==> src/rtl/npu_csr_axil_slave_pkg.sv <==
// Shared definitions for the NPU CSR block: register offsets, AXI response
// codes, status bit positions and the offset decoder used by both the write
// and read paths.
package npu_csr_pkg;

  localparam int NUM_CFG = 9;

  localparam logic [7:0] CSR_CMD    = 8'h00;
  localparam logic [7:0] CSR_CFG0   = 8'h04;
  localparam logic [7:0] CSR_STATUS = 8'h28;

  localparam logic [1:0] RESP_OKAY   = 2'b00;
  localparam logic [1:0] RESP_SLVERR = 2'b10;

  typedef enum int {
    STAT_BUSY = 0,
    STAT_DONE = 1
  } status_bit_e;

  typedef enum logic [1:0] {
    SEL_CMD,
    SEL_CFG,
    SEL_STATUS,
    SEL_NONE
  } csr_sel_e;

  // Only word-aligned offsets inside the map are valid; everything else errors.
  function automatic csr_sel_e csr_decode(input logic [7:0] off);
    if (off == CSR_CMD) return SEL_CMD;
    if (off == CSR_STATUS) return SEL_STATUS;
    if (off >= CSR_CFG0 && off < CSR_CFG0 + 8'(NUM_CFG * 4) && off[1:0] == 2'b00)
      return SEL_CFG;
    return SEL_NONE;
  endfunction

  function automatic logic [3:0] cfg_index(input logic [7:0] off);
    return 4'((off - CSR_CFG0) >> 2);
  endfunction

endpackage

==> src/rtl/npu_csr_axil_slave_if.sv <==
// AXI4-Lite bus bundle between the host CSR master and the NPU CSR slave.
interface npu_csr_axil_slave_if #(
  parameter int ADDR_WIDTH = 32,
  parameter int DATA_WIDTH = 32
);
  logic [ADDR_WIDTH-1:0]   awaddr;
  logic [2:0]              awprot;
  logic                    awvalid;
  logic                    awready;
  logic [DATA_WIDTH-1:0]   wdata;
  logic [DATA_WIDTH/8-1:0] wstrb;
  logic                    wvalid;
  logic                    wready;
  logic [1:0]              bresp;
  logic                    bvalid;
  logic                    bready;
  logic [ADDR_WIDTH-1:0]   araddr;
  logic [2:0]              arprot;
  logic                    arvalid;
  logic                    arready;
  logic [DATA_WIDTH-1:0]   rdata;
  logic [1:0]              rresp;
  logic                    rvalid;
  logic                    rready;

  modport master (
    output awaddr, awprot, awvalid, wdata, wstrb, wvalid, bready,
           araddr, arprot, arvalid, rready,
    input  awready, wready, bresp, bvalid, arready, rdata, rresp, rvalid
  );

  modport slave (
    input  awaddr, awprot, awvalid, wdata, wstrb, wvalid, bready,
           araddr, arprot, arvalid, rready,
    output awready, wready, bresp, bvalid, arready, rdata, rresp, rvalid
  );
endinterface

==> src/rtl/npu_csr_axil_slave_holder.sv <==
// One-entry holding register for an AXI-Lite write channel (AW or W).
// Accepts one beat when empty and not blocked, keeps it until cleared.
module axil_wr_holder #(
  parameter int W = 8
) (
  input  logic         clk,
  input  logic         rst,
  input  logic         in_valid,
  input  logic [W-1:0] in_data,
  input  logic         block,
  input  logic         clr,
  output logic         ready,
  output logic         full,
  output logic [W-1:0] data
);

  assign ready = !full && !block && !rst;

  // Occupancy flag: set on handshake, dropped on commit or reset.
  always_ff @(posedge clk or posedge rst) begin
    if (rst) full <= 1'b0;
    else if (clr) full <= 1'b0;
    else if (in_valid && ready) full <= 1'b1;
  end

  // Payload capture; only meaningful while full is set.
  always_ff @(posedge clk) begin
    if (in_valid && ready) data <= in_data;
  end

endmodule

==> src/rtl/npu_csr_axil_slave.sv <==
// AXI4-Lite CSR slave for the NPU: command word with start strobe, config
// words, and a busy/done status with level interrupt.
module npu_csr_axil_slave
  import npu_csr_pkg::*;
#(
  parameter int ADDR_WIDTH = 32,
  parameter int DATA_WIDTH = 32
) (
  input  logic                          clk,
  input  logic                          rst,
  npu_csr_axil_slave_if.slave           s_axi,
  output logic [NUM_CFG*DATA_WIDTH-1:0] cfg_o,
  output logic [DATA_WIDTH-1:0]         cmd_o,
  output logic                          cmd_start_o,
  input  logic                          compute_done_i,
  output logic                          busy_o,
  output logic                          irq_o
);

  localparam int STRB_W = DATA_WIDTH / 8;

  logic                  aw_full, w_full, commit;
  logic [7:0]            aw_off;
  logic [DATA_WIDTH-1:0] w_data;
  logic [STRB_W-1:0]     w_strb;
  logic                  bvalid_q, rvalid_q, busy_q, done_q;
  logic [1:0]            bresp_q, rresp_q, rd_resp;
  logic [DATA_WIDTH-1:0] rdata_q, rd_data, cmd_q;
  logic [DATA_WIDTH-1:0] cfg_q [NUM_CFG];
  csr_sel_e              wr_sel, rd_sel;
  logic                  cmd_blocked, wr_ok, cmd_accept, done_w1c;
  logic                  unused_bits;

  function automatic logic [DATA_WIDTH-1:0] strb_merge(
    input logic [DATA_WIDTH-1:0] old_v,
    input logic [DATA_WIDTH-1:0] new_v,
    input logic [STRB_W-1:0]     strb
  );
    logic [DATA_WIDTH-1:0] r;
    r = old_v;
    for (int b = 0; b < STRB_W; b++)
      if (strb[b]) r[b*8 +: 8] = new_v[b*8 +: 8];
    return r;
  endfunction

  axil_wr_holder #(.W(8)) u_aw_hold (
    .clk(clk), .rst(rst), .in_valid(s_axi.awvalid), .in_data(s_axi.awaddr[7:0]),
    .block(bvalid_q), .clr(commit), .ready(s_axi.awready), .full(aw_full), .data(aw_off)
  );

  axil_wr_holder #(.W(DATA_WIDTH + STRB_W)) u_w_hold (
    .clk(clk), .rst(rst), .in_valid(s_axi.wvalid), .in_data({s_axi.wstrb, s_axi.wdata}),
    .block(bvalid_q), .clr(commit), .ready(s_axi.wready), .full(w_full), .data({w_strb, w_data})
  );

  assign commit      = aw_full && w_full;
  assign wr_sel      = csr_decode(aw_off);
  assign cmd_blocked = (wr_sel == SEL_CMD) && busy_q;
  assign wr_ok       = commit && (wr_sel != SEL_NONE) && !cmd_blocked;
  assign cmd_accept  = wr_ok && (wr_sel == SEL_CMD);
  assign done_w1c    = wr_ok && (wr_sel == SEL_STATUS) && w_strb[0] && w_data[STAT_DONE];

  assign s_axi.bvalid  = bvalid_q;
  assign s_axi.bresp   = bresp_q;
  assign s_axi.rvalid  = rvalid_q;
  assign s_axi.rresp   = rresp_q;
  assign s_axi.rdata   = rdata_q;
  assign s_axi.arready = !rvalid_q && !rst;
  assign cmd_o         = cmd_q;
  assign busy_o        = busy_q;
  assign irq_o         = done_q;
  assign unused_bits   = ^{s_axi.awaddr[ADDR_WIDTH-1:8], s_axi.araddr[ADDR_WIDTH-1:8],
                           s_axi.awprot, s_axi.arprot};

  // Write response: raised on commit, held until the host takes it.
  always_ff @(posedge clk or posedge rst) begin
    if (rst) begin
      bvalid_q <= 1'b0;
      bresp_q  <= RESP_OKAY;
    end else if (commit) begin
      bvalid_q <= 1'b1;
      bresp_q  <= (wr_sel != SEL_NONE && !cmd_blocked) ? RESP_OKAY : RESP_SLVERR;
    end else if (bvalid_q && s_axi.bready) begin
      bvalid_q <= 1'b0;
    end
  end

  // Register file update with byte-strobe merge.
  always_ff @(posedge clk or posedge rst) begin
    if (rst) begin
      cmd_q <= '0;
      for (int i = 0; i < NUM_CFG; i++) cfg_q[i] <= '0;
    end else if (wr_ok) begin
      if (wr_sel == SEL_CMD) cmd_q <= strb_merge(cmd_q, w_data, w_strb);
      if (wr_sel == SEL_CFG)
        cfg_q[cfg_index(aw_off)] <= strb_merge(cfg_q[cfg_index(aw_off)], w_data, w_strb);
    end
  end

  // Start strobe and busy/done tracking; a done event beats a same-cycle W1C.
  always_ff @(posedge clk or posedge rst) begin
    if (rst) begin
      cmd_start_o <= 1'b0;
      busy_q      <= 1'b0;
      done_q      <= 1'b0;
    end else begin
      cmd_start_o <= cmd_accept;
      if (busy_q && compute_done_i) begin
        busy_q <= 1'b0;
        done_q <= 1'b1;
      end else begin
        if (cmd_start_o) busy_q <= 1'b1;
        if (cmd_accept || done_w1c) done_q <= 1'b0;
      end
    end
  end

  // Read mux on the incoming AR address.
  always_comb begin
    rd_data = '0;
    rd_resp = RESP_OKAY;
    rd_sel  = csr_decode(s_axi.araddr[7:0]);
    case (rd_sel)
      SEL_CMD:    rd_data = cmd_q;
      SEL_CFG:    rd_data = cfg_q[cfg_index(s_axi.araddr[7:0])];
      SEL_STATUS: begin
        rd_data[STAT_BUSY] = busy_q;
        rd_data[STAT_DONE] = done_q;
      end
      default:    rd_resp = RESP_SLVERR;
    endcase
  end

  // Read response register: captured on AR handshake, held until rready.
  always_ff @(posedge clk or posedge rst) begin
    if (rst) begin
      rvalid_q <= 1'b0;
      rdata_q  <= '0;
      rresp_q  <= RESP_OKAY;
    end else if (s_axi.arvalid && s_axi.arready) begin
      rvalid_q <= 1'b1;
      rdata_q  <= rd_data;
      rresp_q  <= rd_resp;
    end else if (rvalid_q && s_axi.rready) begin
      rvalid_q <= 1'b0;
    end
  end

  // Config word packing onto the flat output bus.
  always_comb begin
    cfg_o = '0;
    for (int i = 0; i < NUM_CFG; i++) cfg_o[i*DATA_WIDTH +: DATA_WIDTH] = cfg_q[i];
  end

endmodule

==> src/flat_wrapper.sv <==
// flat-port wrapper written by rule: the top's interface ports become plain ports
module npu_csr_axil_slave_flat import npu_csr_pkg::*;
#(
  parameter int ADDR_WIDTH = 32,
  parameter int DATA_WIDTH = 32
)
  (clk, rst, cfg_o, cmd_o, cmd_start_o, compute_done_i, busy_o, irq_o, s_axi_awaddr, s_axi_awprot, s_axi_awvalid, s_axi_wdata, s_axi_wstrb, s_axi_wvalid, s_axi_bready, s_axi_araddr, s_axi_arprot, s_axi_arvalid, s_axi_rready, s_axi_awready, s_axi_wready, s_axi_bresp, s_axi_bvalid, s_axi_arready, s_axi_rdata, s_axi_rresp, s_axi_rvalid);
  npu_csr_axil_slave_if #(.ADDR_WIDTH(ADDR_WIDTH), .DATA_WIDTH(DATA_WIDTH)) s_axi_i ();
  input  logic clk;
  input  logic rst;
  output logic [NUM_CFG*DATA_WIDTH-1:0] cfg_o;
  output logic [DATA_WIDTH-1:0] cmd_o;
  output logic cmd_start_o;
  input  logic compute_done_i;
  output logic busy_o;
  output logic irq_o;
  input wire logic [$bits(s_axi_i.awaddr)-1:0] s_axi_awaddr;
  input wire logic [$bits(s_axi_i.awprot)-1:0] s_axi_awprot;
  input wire logic [$bits(s_axi_i.awvalid)-1:0] s_axi_awvalid;
  input wire logic [$bits(s_axi_i.wdata)-1:0] s_axi_wdata;
  input wire logic [$bits(s_axi_i.wstrb)-1:0] s_axi_wstrb;
  input wire logic [$bits(s_axi_i.wvalid)-1:0] s_axi_wvalid;
  input wire logic [$bits(s_axi_i.bready)-1:0] s_axi_bready;
  input wire logic [$bits(s_axi_i.araddr)-1:0] s_axi_araddr;
  input wire logic [$bits(s_axi_i.arprot)-1:0] s_axi_arprot;
  input wire logic [$bits(s_axi_i.arvalid)-1:0] s_axi_arvalid;
  input wire logic [$bits(s_axi_i.rready)-1:0] s_axi_rready;
  output wire logic [$bits(s_axi_i.awready)-1:0] s_axi_awready;
  output wire logic [$bits(s_axi_i.wready)-1:0] s_axi_wready;
  output wire logic [$bits(s_axi_i.bresp)-1:0] s_axi_bresp;
  output wire logic [$bits(s_axi_i.bvalid)-1:0] s_axi_bvalid;
  output wire logic [$bits(s_axi_i.arready)-1:0] s_axi_arready;
  output wire logic [$bits(s_axi_i.rdata)-1:0] s_axi_rdata;
  output wire logic [$bits(s_axi_i.rresp)-1:0] s_axi_rresp;
  output wire logic [$bits(s_axi_i.rvalid)-1:0] s_axi_rvalid;
  assign s_axi_i.awaddr = s_axi_awaddr;
  assign s_axi_i.awprot = s_axi_awprot;
  assign s_axi_i.awvalid = s_axi_awvalid;
  assign s_axi_i.wdata = s_axi_wdata;
  assign s_axi_i.wstrb = s_axi_wstrb;
  assign s_axi_i.wvalid = s_axi_wvalid;
  assign s_axi_i.bready = s_axi_bready;
  assign s_axi_i.araddr = s_axi_araddr;
  assign s_axi_i.arprot = s_axi_arprot;
  assign s_axi_i.arvalid = s_axi_arvalid;
  assign s_axi_i.rready = s_axi_rready;
  assign s_axi_awready = s_axi_i.awready;
  assign s_axi_wready = s_axi_i.wready;
  assign s_axi_bresp = s_axi_i.bresp;
  assign s_axi_bvalid = s_axi_i.bvalid;
  assign s_axi_arready = s_axi_i.arready;
  assign s_axi_rdata = s_axi_i.rdata;
  assign s_axi_rresp = s_axi_i.rresp;
  assign s_axi_rvalid = s_axi_i.rvalid;
  npu_csr_axil_slave #(.ADDR_WIDTH(ADDR_WIDTH), .DATA_WIDTH(DATA_WIDTH)) u_core (.clk(clk), .rst(rst), .s_axi(s_axi_i), .cfg_o(cfg_o), .cmd_o(cmd_o), .cmd_start_o(cmd_start_o), .compute_done_i(compute_done_i), .busy_o(busy_o), .irq_o(irq_o));
endmodule
==> config.mk <==
export PLATFORM = sky130hd
export DESIGN_NAME = npu_csr_axil_slave_flat
export DESIGN_NICKNAME = d
export VERILOG_FILES = /design/src/rtl/npu_csr_axil_slave_pkg.sv /design/src/rtl/npu_csr_axil_slave_if.sv /design/src/rtl/npu_csr_axil_slave_holder.sv /design/src/rtl/npu_csr_axil_slave.sv /design/src/flat_wrapper.sv
export SDC_FILE = /design/constraint.sdc
export NUM_CORES = 1
export LEC_CHECK = 0
export BUFFER_PORTS_ARGS = -buffer_cell sky130_fd_sc_hd__buf_4
export CAP_MARGIN = 30
export CORE_MARGIN = 3
export CORE_UTILIZATION = 40
export CTS_CLUSTER_SIZE = 28
export DETAILED_ROUTE_END_ITERATION = 6
export PLACE_DENSITY_LB_ADDON = 0.08
export SYNTH_ARGS = -nofsm -noshare
export SYNTH_HDL_FRONTEND = slang
export SYNTH_SLANG_ARGS = --single-unit
==> constraint.sdc <==
create_clock -name clk -period 14.14 [get_ports clk]
set_clock_uncertainty 0.1 [all_clocks]
set_input_delay 1.414 -clock clk [delete_from_list [all_inputs] [get_ports clk]]
set_output_delay 1.414 -clock clk [all_outputs]
set_load 0.05 [all_outputs]
==> out/metrics.yaml, run 1 <==
dieArea_um2: 54530
whs_ns: 0.4024
synth_top_area_cell: "dfrtp_1"
antenna_found_initial: 1
path_max_fanout: 36
reg2reg_to: "u_core.cfg_o[21]"
multi_input_area_um2: 9687
avgSynthCellArea_um2: 14.71
r2r_slack_ns: 9.72
synthTopCellsByCount: "dfrtp_1, mux2_2, mux4_2"
start_util_pct: 40.86
post-cts-setup-buffers: 0
place.gp.congestion: 0.7780
cts_sinks: 405
dr.pass1.iters: 5
ys_top_cells_by_area: "dfrtp_1, mux4_2, mux2_2, mux2_4, edfxtp_1"
clk_latency_ns: 0.58
slew_violations: 0
fin_setup_tns_ns: 0
min_path_cells: 1
crit_path_end_kind: "flop"
cts_root_buffer: "clkbuf_16"
cts_buffers: 47
cts_tree: "yes"
routed_via_density: 5.879
worstRegToRegCells: 9
hp-start: "u_core.u_w_hold.data[21]"
synth_most_common_cell: "dfrtp_1"
port_buffers: 421
htree_levels: 2
area_growth_pct: 25.81
grt_max_degree: 164
cts.repair.resized: 0
synthesis.area_um2: 20710
ir_worst_vdd_mv: 0.1558
grt_usage_pct: 26.99
cts_hold_buf: 0
overflow: 0
crit_chain: "buf_4 > inv_1 > ha_1 > nor2b_1 > nor3_4 > buf_4 > nand2_1 > a41oi_1 > mux2_2"
holdCritPathClass: "reg -> reg"
fp.dieW_um: 233.5
worst_slew_pin_slew_ns: 0.9680
drc: 0
synthFlopType: "dfrtp_1"
rsz0062_at_grt: "false"
path_buf_inv: 3
clkTransAtPathRegs_ns: 0.06
setup_ws_ns: 9.715
cp_slowest_cell: "a41oi_1"
fmax_mhz: 226.0
dp_hpwl_mm: 47.56
die_y_um: 233.5
slowest_delay_ns: 0.72
crit_top_cell: "buf_4"
cellLeakagePower_nw: 12.28
grt_pass1_vias: 15030
finalSetupViolCount: 0
min_period_ns: 4.425
worstPathRequired_ns: 14.55
power_mw: 2.936
num_vias: 14780
cp_top_family: "buffers and inverters"
layout.nets: 1927
drv_cap: 0
p_per_area_nw_per_um2: 112.7
worstHoldEndpoint: "u_core.cmd_o[21]"
synth_cells: 1408
fin_crit_sh_pct: 31.29
async_reset_ff_share_pct: 89.14
synth-edff-count: 44
routed_wl_mm: 74.70
status: "complete, no violations"
seq_area_frac_synth_pct: 50.01
grt_pass1_wl_mm: 106.5
start_kind: "flop"
rows: 82
antenna_cells: 0
critical_path_arrival_ns: 4.83
critPathKind: "reg -> reg"
pre_cts_ws_ns: 9.452
regArea_um2: 10350
ant_nets: 0
final_hold_viol_count: 0
reg2reg_from: "u_core.u_aw_hold.data[2]"
io_pins: 478
yosysUniqueCellTypes: 57
core_area_um2: 50680
cts_buffer_depth: 3
relSlewSlack_pct: 35.46
dr.first_iter.drc_count: 1097
wl_per_cell_um: 29.71
nFillCells: 4468
yosysTopAreaCellShare_pct: 43.63
drive_above_1_share_pct: 52.17
ys_warn_count: 0
ys_ff_latch: 405
## how the worst max path moves through the flow
stage                       endpoint                startpoint  slack [ns]  depth (start not counted)
2_1_floorplan          u_core.busy_o                       rst        2.61                          1
3_3_place_gp   u_core.s_axi.rdata[0]           s_axi_araddr[2]        9.48                          8
3_5_place_dp   u_core.s_axi.rdata[0]           s_axi_araddr[2]        9.45                          8
4_1_cts            u_core.cfg_o[222]  u_core.u_aw_hold.data[2]        9.73                          9
5_1_grt             u_core.cfg_o[85]  u_core.u_aw_hold.data[2]        9.43                          9
6_report            u_core.cfg_o[21]  u_core.u_aw_hold.data[2]        9.72                          9
## layout by cell type, fill, tap and decap left out, types with 28 or more instances in the layout
cell         n
inv_1       36
a221oi_1    30
mux2_2     185
mux4_2     128
nand4_1     51
mux2i_1     59
buf_4      452
and3_1      30
dfrtp_1    361
and2_1      28
clkbuf_16   48
o21ai_0     32
mux2_4      90
edfxtp_1    44
nand3_1     45
## logic make-up (layout without fill, tap and decap cells)
kind of cell | after synthesis | in the layout | synth area share, %
buf+inv | 148 | 581 | 3.740
compound gates | 119 | 119 | 4.248
flops | 405 | 405 | 50.01
mux | 482 | 482 | 34.45
simple gates | 244 | 244 | 7.033
xor+xnor | 2 | 2 | 0.08461
fa+ha+maj | 7 | 7 | 0.4229
other cells | 1 | 2 | 0.01811
## report_power, final
| group | leakage [nW] | switching (mW) | internal, mW | total (mW) |
|---|---|---|---|---|
| clock | 0.746 | 0.493 | 0.714 | 1.21 |
| sequential | 5.43 | 0.0446 | 1.22 | 1.27 |
| combinational | 6.10 | 0.316 | 0.146 | 0.462 |
## through the flow
step                utilization, %  instance area (um^2)  std cells
floorplan                        -                 20710       1409
global placement             48.23                 24450       2425
detailed placement           48.30                 24480       2427
CTS                          51.29                 26000       2512
global route                 51.40                 26050       2514
finish                       51.40                 26050       2514
## metal layers
layer / global-route usage [%] / routed length [um] / share of wire, %
met3: 6.768 / 5785 / 7.7
met5: 0 / 0 / 0
met4: 7.479 / 2060 / 2.8
met1: 36.28 / 31030 / 42
met2: 43.64 / 35820 / 48
## state kept, by name, indices dropped and copies added (netlist names)
name,cells
u_core.busy_o,1
u_core.cfg_o,288
u_core.cmd_o,32
u_core.cmd_start_o,1
u_core.irq_o,1
u_core.s_axi.bresp,1
u_core.s_axi.bvalid,1
u_core.s_axi.rdata,32
u_core.s_axi.rresp,1
u_core.s_axi.rvalid,1
u_core.u_aw_hold.data,8
u_core.u_aw_hold.full,1
u_core.u_w_hold.data,36
u_core.u_w_hold.full,1
## worst reg2reg max path: cells and delay by family (launching register included)
family / cells / cell delay, ns
AO/OA/AOI/OAI: 1 / 0.72
buffers and inverters: 3 / 1.41
flip-flops: 1 / 0.32
AND/OR/NAND/NOR: 3 / 1.03
multiplexers: 1 / 0.30
adder cells (fa/ha/maj): 1 / 0.48
## layout make-up
type                    instances  area share, %
well taps                     672          3.228
inverters                      40         0.6052
flip-flops and latches        405          39.75
clock inverters                17         0.6484
clock buffers                  68          5.168
multi-input cells             856          37.18
repair buffers                456          13.42
Note: power is estimated with default switching activity, not from simulation.
==> inputs of run 2 (changes only) <==
- clock period: 14.14 -> 3.79 ns (I/O delays scaled with it)
==> run 2 against run 1 <==
Effect of this change: clock power grew to 3.7 times the previous value; global-route usage rose by 0.42 points; worst hold slack worse by 0.33 ns; register-to-register slack lost 9.3 ns; utilization grew 1.4 points; clock-buffer cell count increased by 1; critical path depth unchanged; flip-flop and latch count is the same; wire length up 1.4%; critical endpoint is now u_core.cfg_o[117].
==> out/metrics.yaml, run 2 (synthesized netlist as in run 1, its figures left out) <==
status: "complete, no violations"
cts_buffers: 47  # unchanged
multi_input_area_um2: 9687  # unchanged
place.gp.congestion: 0.7934  # +2.0%
final_common_cell: "buf_4"
p_per_area_nw_per_um2: 409.8  # +260%
dr.first_iter.drc_count: 1186  # +8.1%
port_buffers: 421  # unchanged
clkTransAtPathRegs_ns: 0.06  # about the same
min_period_ns: 3.336  # -1.089 ns
start_kind: "flop"
met3_usage_pct: 6.073  # -0.70 points
postLayoutCellArea_um2: 26780  # +2.8%
num_vias: 15030  # +1.7%
antenna_found_initial: 1  # unchanged
die_y_um: 233.5  # unchanged
grt.met2_usage_pct: 44.51  # +0.87 points
layout.nets: 1997  # +3.6%
drv_cap: 0  # unchanged
overflow: 0  # unchanged
grt_use_met1_pct: 36.85  # +0.57 points
critical_path_arrival_ns: 3.74  # -1.09 ns
cts_sinks: 405  # unchanged
holdCritPathClass: "in -> reg"
nFillCells: 4349  # -2.7%
crit_chain: "inv_1 > ha_1 > buf_4 > nor2b_1 > a211o_2 > buf_12 > nand3_1 > a41oi_1 > mux2_2"
dp_hpwl_mm: 48.68  # +2.3%
cts_root_buffer: "clkbuf_16"
cts_buffer_depth: 3  # unchanged
relSlewSlack_pct: 38.03  # +2.6 points
layout_common_cells: "buf_4, dfrtp_1, mux2_2"
grt_pass1_wl_mm: 108.4  # +1.8%
worst_slew_pin_slew_ns: 0.9295  # -0.03853 ns
finalSetupViolCount: 0  # unchanged
grt_max_degree: 99  # -40%
slowest_delay_ns: 0.68  # -0.04 ns
path_max_fanout: 25  # -31%
rsz0062_at_grt: "false"
wl_per_cell_um: 29.29  # -1.4%
routed_via_density: 5.812  # -1.1%
fin_crit_sh_pct: 88.03  # +57 points
grt_usage_pct: 27.42  # +0.42 points
htree_levels: 2  # unchanged
cts_tree: "yes"
final_core_util_pct: 52.83  # +1.4 points
regArea_um2: 10350  # unchanged
critPathKind: "reg -> reg"
start_util_pct: 40.86  # unchanged
rows: 82  # unchanged
final_hold_viol_count: 0  # unchanged
power_mw: 10.97  # +270%
crit_path_end_kind: "flop"
fp.dieW_um: 233.5  # unchanged
core_area_um2: 50680  # unchanged
cp_slowest_cell: "a41oi_1"
grt_busiest_layer: "met2"
io_pins: 478  # unchanged
ir_worst_vdd_mv: 0.3781  # +140%
clk_latency_ns: 0.57  # about the same
fin_setup_tns_ns: 0  # unchanged
drc: 0  # unchanged
slew_violations: 0  # unchanged
fmax_mhz: 299.7  # +33%
drive_above_1_share_pct: 51.59  # -0.58 points
placed_area_um2: 24770  # +1.2%
dr.pass1.iters: 5  # unchanged
ant_nets: 0  # unchanged
area_growth_pct: 29.31
grt_pass1_vias: 15360  # +2.2%
worstPathRequired_ns: 4.20  # -10.35 ns
cellLeakagePower_nw: 12.62  # +2.8%
routed_wl_mm: 75.76  # +1.4%
largest_register_ffs: 288  # unchanged
dieArea_um2: 54530  # unchanged
-- run 2: changes by cell type in the layout (fill, tap and decap cells not counted), moves of 3 or more --
cell,previous run,this run
buf_12,1,13
buf_4,452,462
buf_16,3,0
dlygate4sd3_1,0,51
clkinv_2,7,11
clkinv_1,8,5
clkbuf_1,13,10
clkbuf_8,7,12
-- run 2: report_power, final --
group	internal (mW)	switching, mW	total, mW
logic	0.608	1.19	1.80
registers	4.56	0.167	4.73
clock network	2.59	1.86	4.44
total	7.75	3.22	11.0
-- run 2: worst max-delay path, delay by kind of cell (launching register included) --
| kind | cells | cell delay [ns] |
|---|---|---|
| AO/OA/AOI/OAI | 2 | 1.03 |
| adder cells (fa/ha/maj) | 1 | 0.33 |
| buffers and inverters | 3 | 0.64 |
| flip-flops | 1 | 0.49 |
| multiplexers | 1 | 0.28 |
| AND/OR/NAND/NOR | 2 | 0.38 |
-- run 2: final timing paths --
check / slack (ns) / startpoint / end / depth (start not counted)
min reg2reg: 0.41 / u_core.s_axi.rdata[23] / u_core.s_axi.rdata[23] / 2
max in group asynchronous: 1.98 / rst / u_core.cmd_o[23] / 4
max reg2reg: 0.45 / u_core.u_aw_hold.data[3] / u_core.cfg_o[117] / 9
max: 0.45 / u_core.u_aw_hold.data[3] / u_core.cfg_o[117] / 9
min in group asynchronous: 0.47 / rst / u_core.cmd_start_o / 3
min: 0.07 / s_axi_araddr[5] / u_core.s_axi.rresp[1] / 3
-- run 2: layout make-up --
| type | instances | share of cell area (%) |
|---|---|---|
| Sequential cell | 405 | 38.67 |
| Multi-Input combinational cell | 856 | 36.18 |
| Timing Repair Buffer | 526 | 15.83 |
| Clock buffer | 69 | 5.150 |
| Tap cell | 672 | 3.140 |
| Inverter | 40 | 0.5748 |
| Clock inverter | 17 | 0.4439 |
| Antenna cell | 1 | 0.009346 |
-- run 2: per-layer routing --
layer / vias up / share of wire, %
met1: 7945 / 42
li1: 6390 / -
met3: 112 / 7.2
met2: 584 / 48
met5: - / 0
met4: 0 / 3.1
-- run 2: per-stage QoR --
stage,worst slack [ns],std cells,hold slack [ns]
after floorplan,-1.529,1409,0.3660
after global placement,0.5530,2448,0.3896
after detailed placement,0.4828,2448,0.3973
after CTS,0.4556,2585,0.02211
after global routing,0.2626,2586,0.05315
final,0.4536,2586,0.06760
-- run 2: repair_timing --
item | in CTS | in global routing
endpoints found under the hold margin | 72 | 0
hold buffers | 51 | 0
setup endpoints to repair | 0 | 0
gates resized for setup | 0 | 0
buffers inserted | 0 | 0
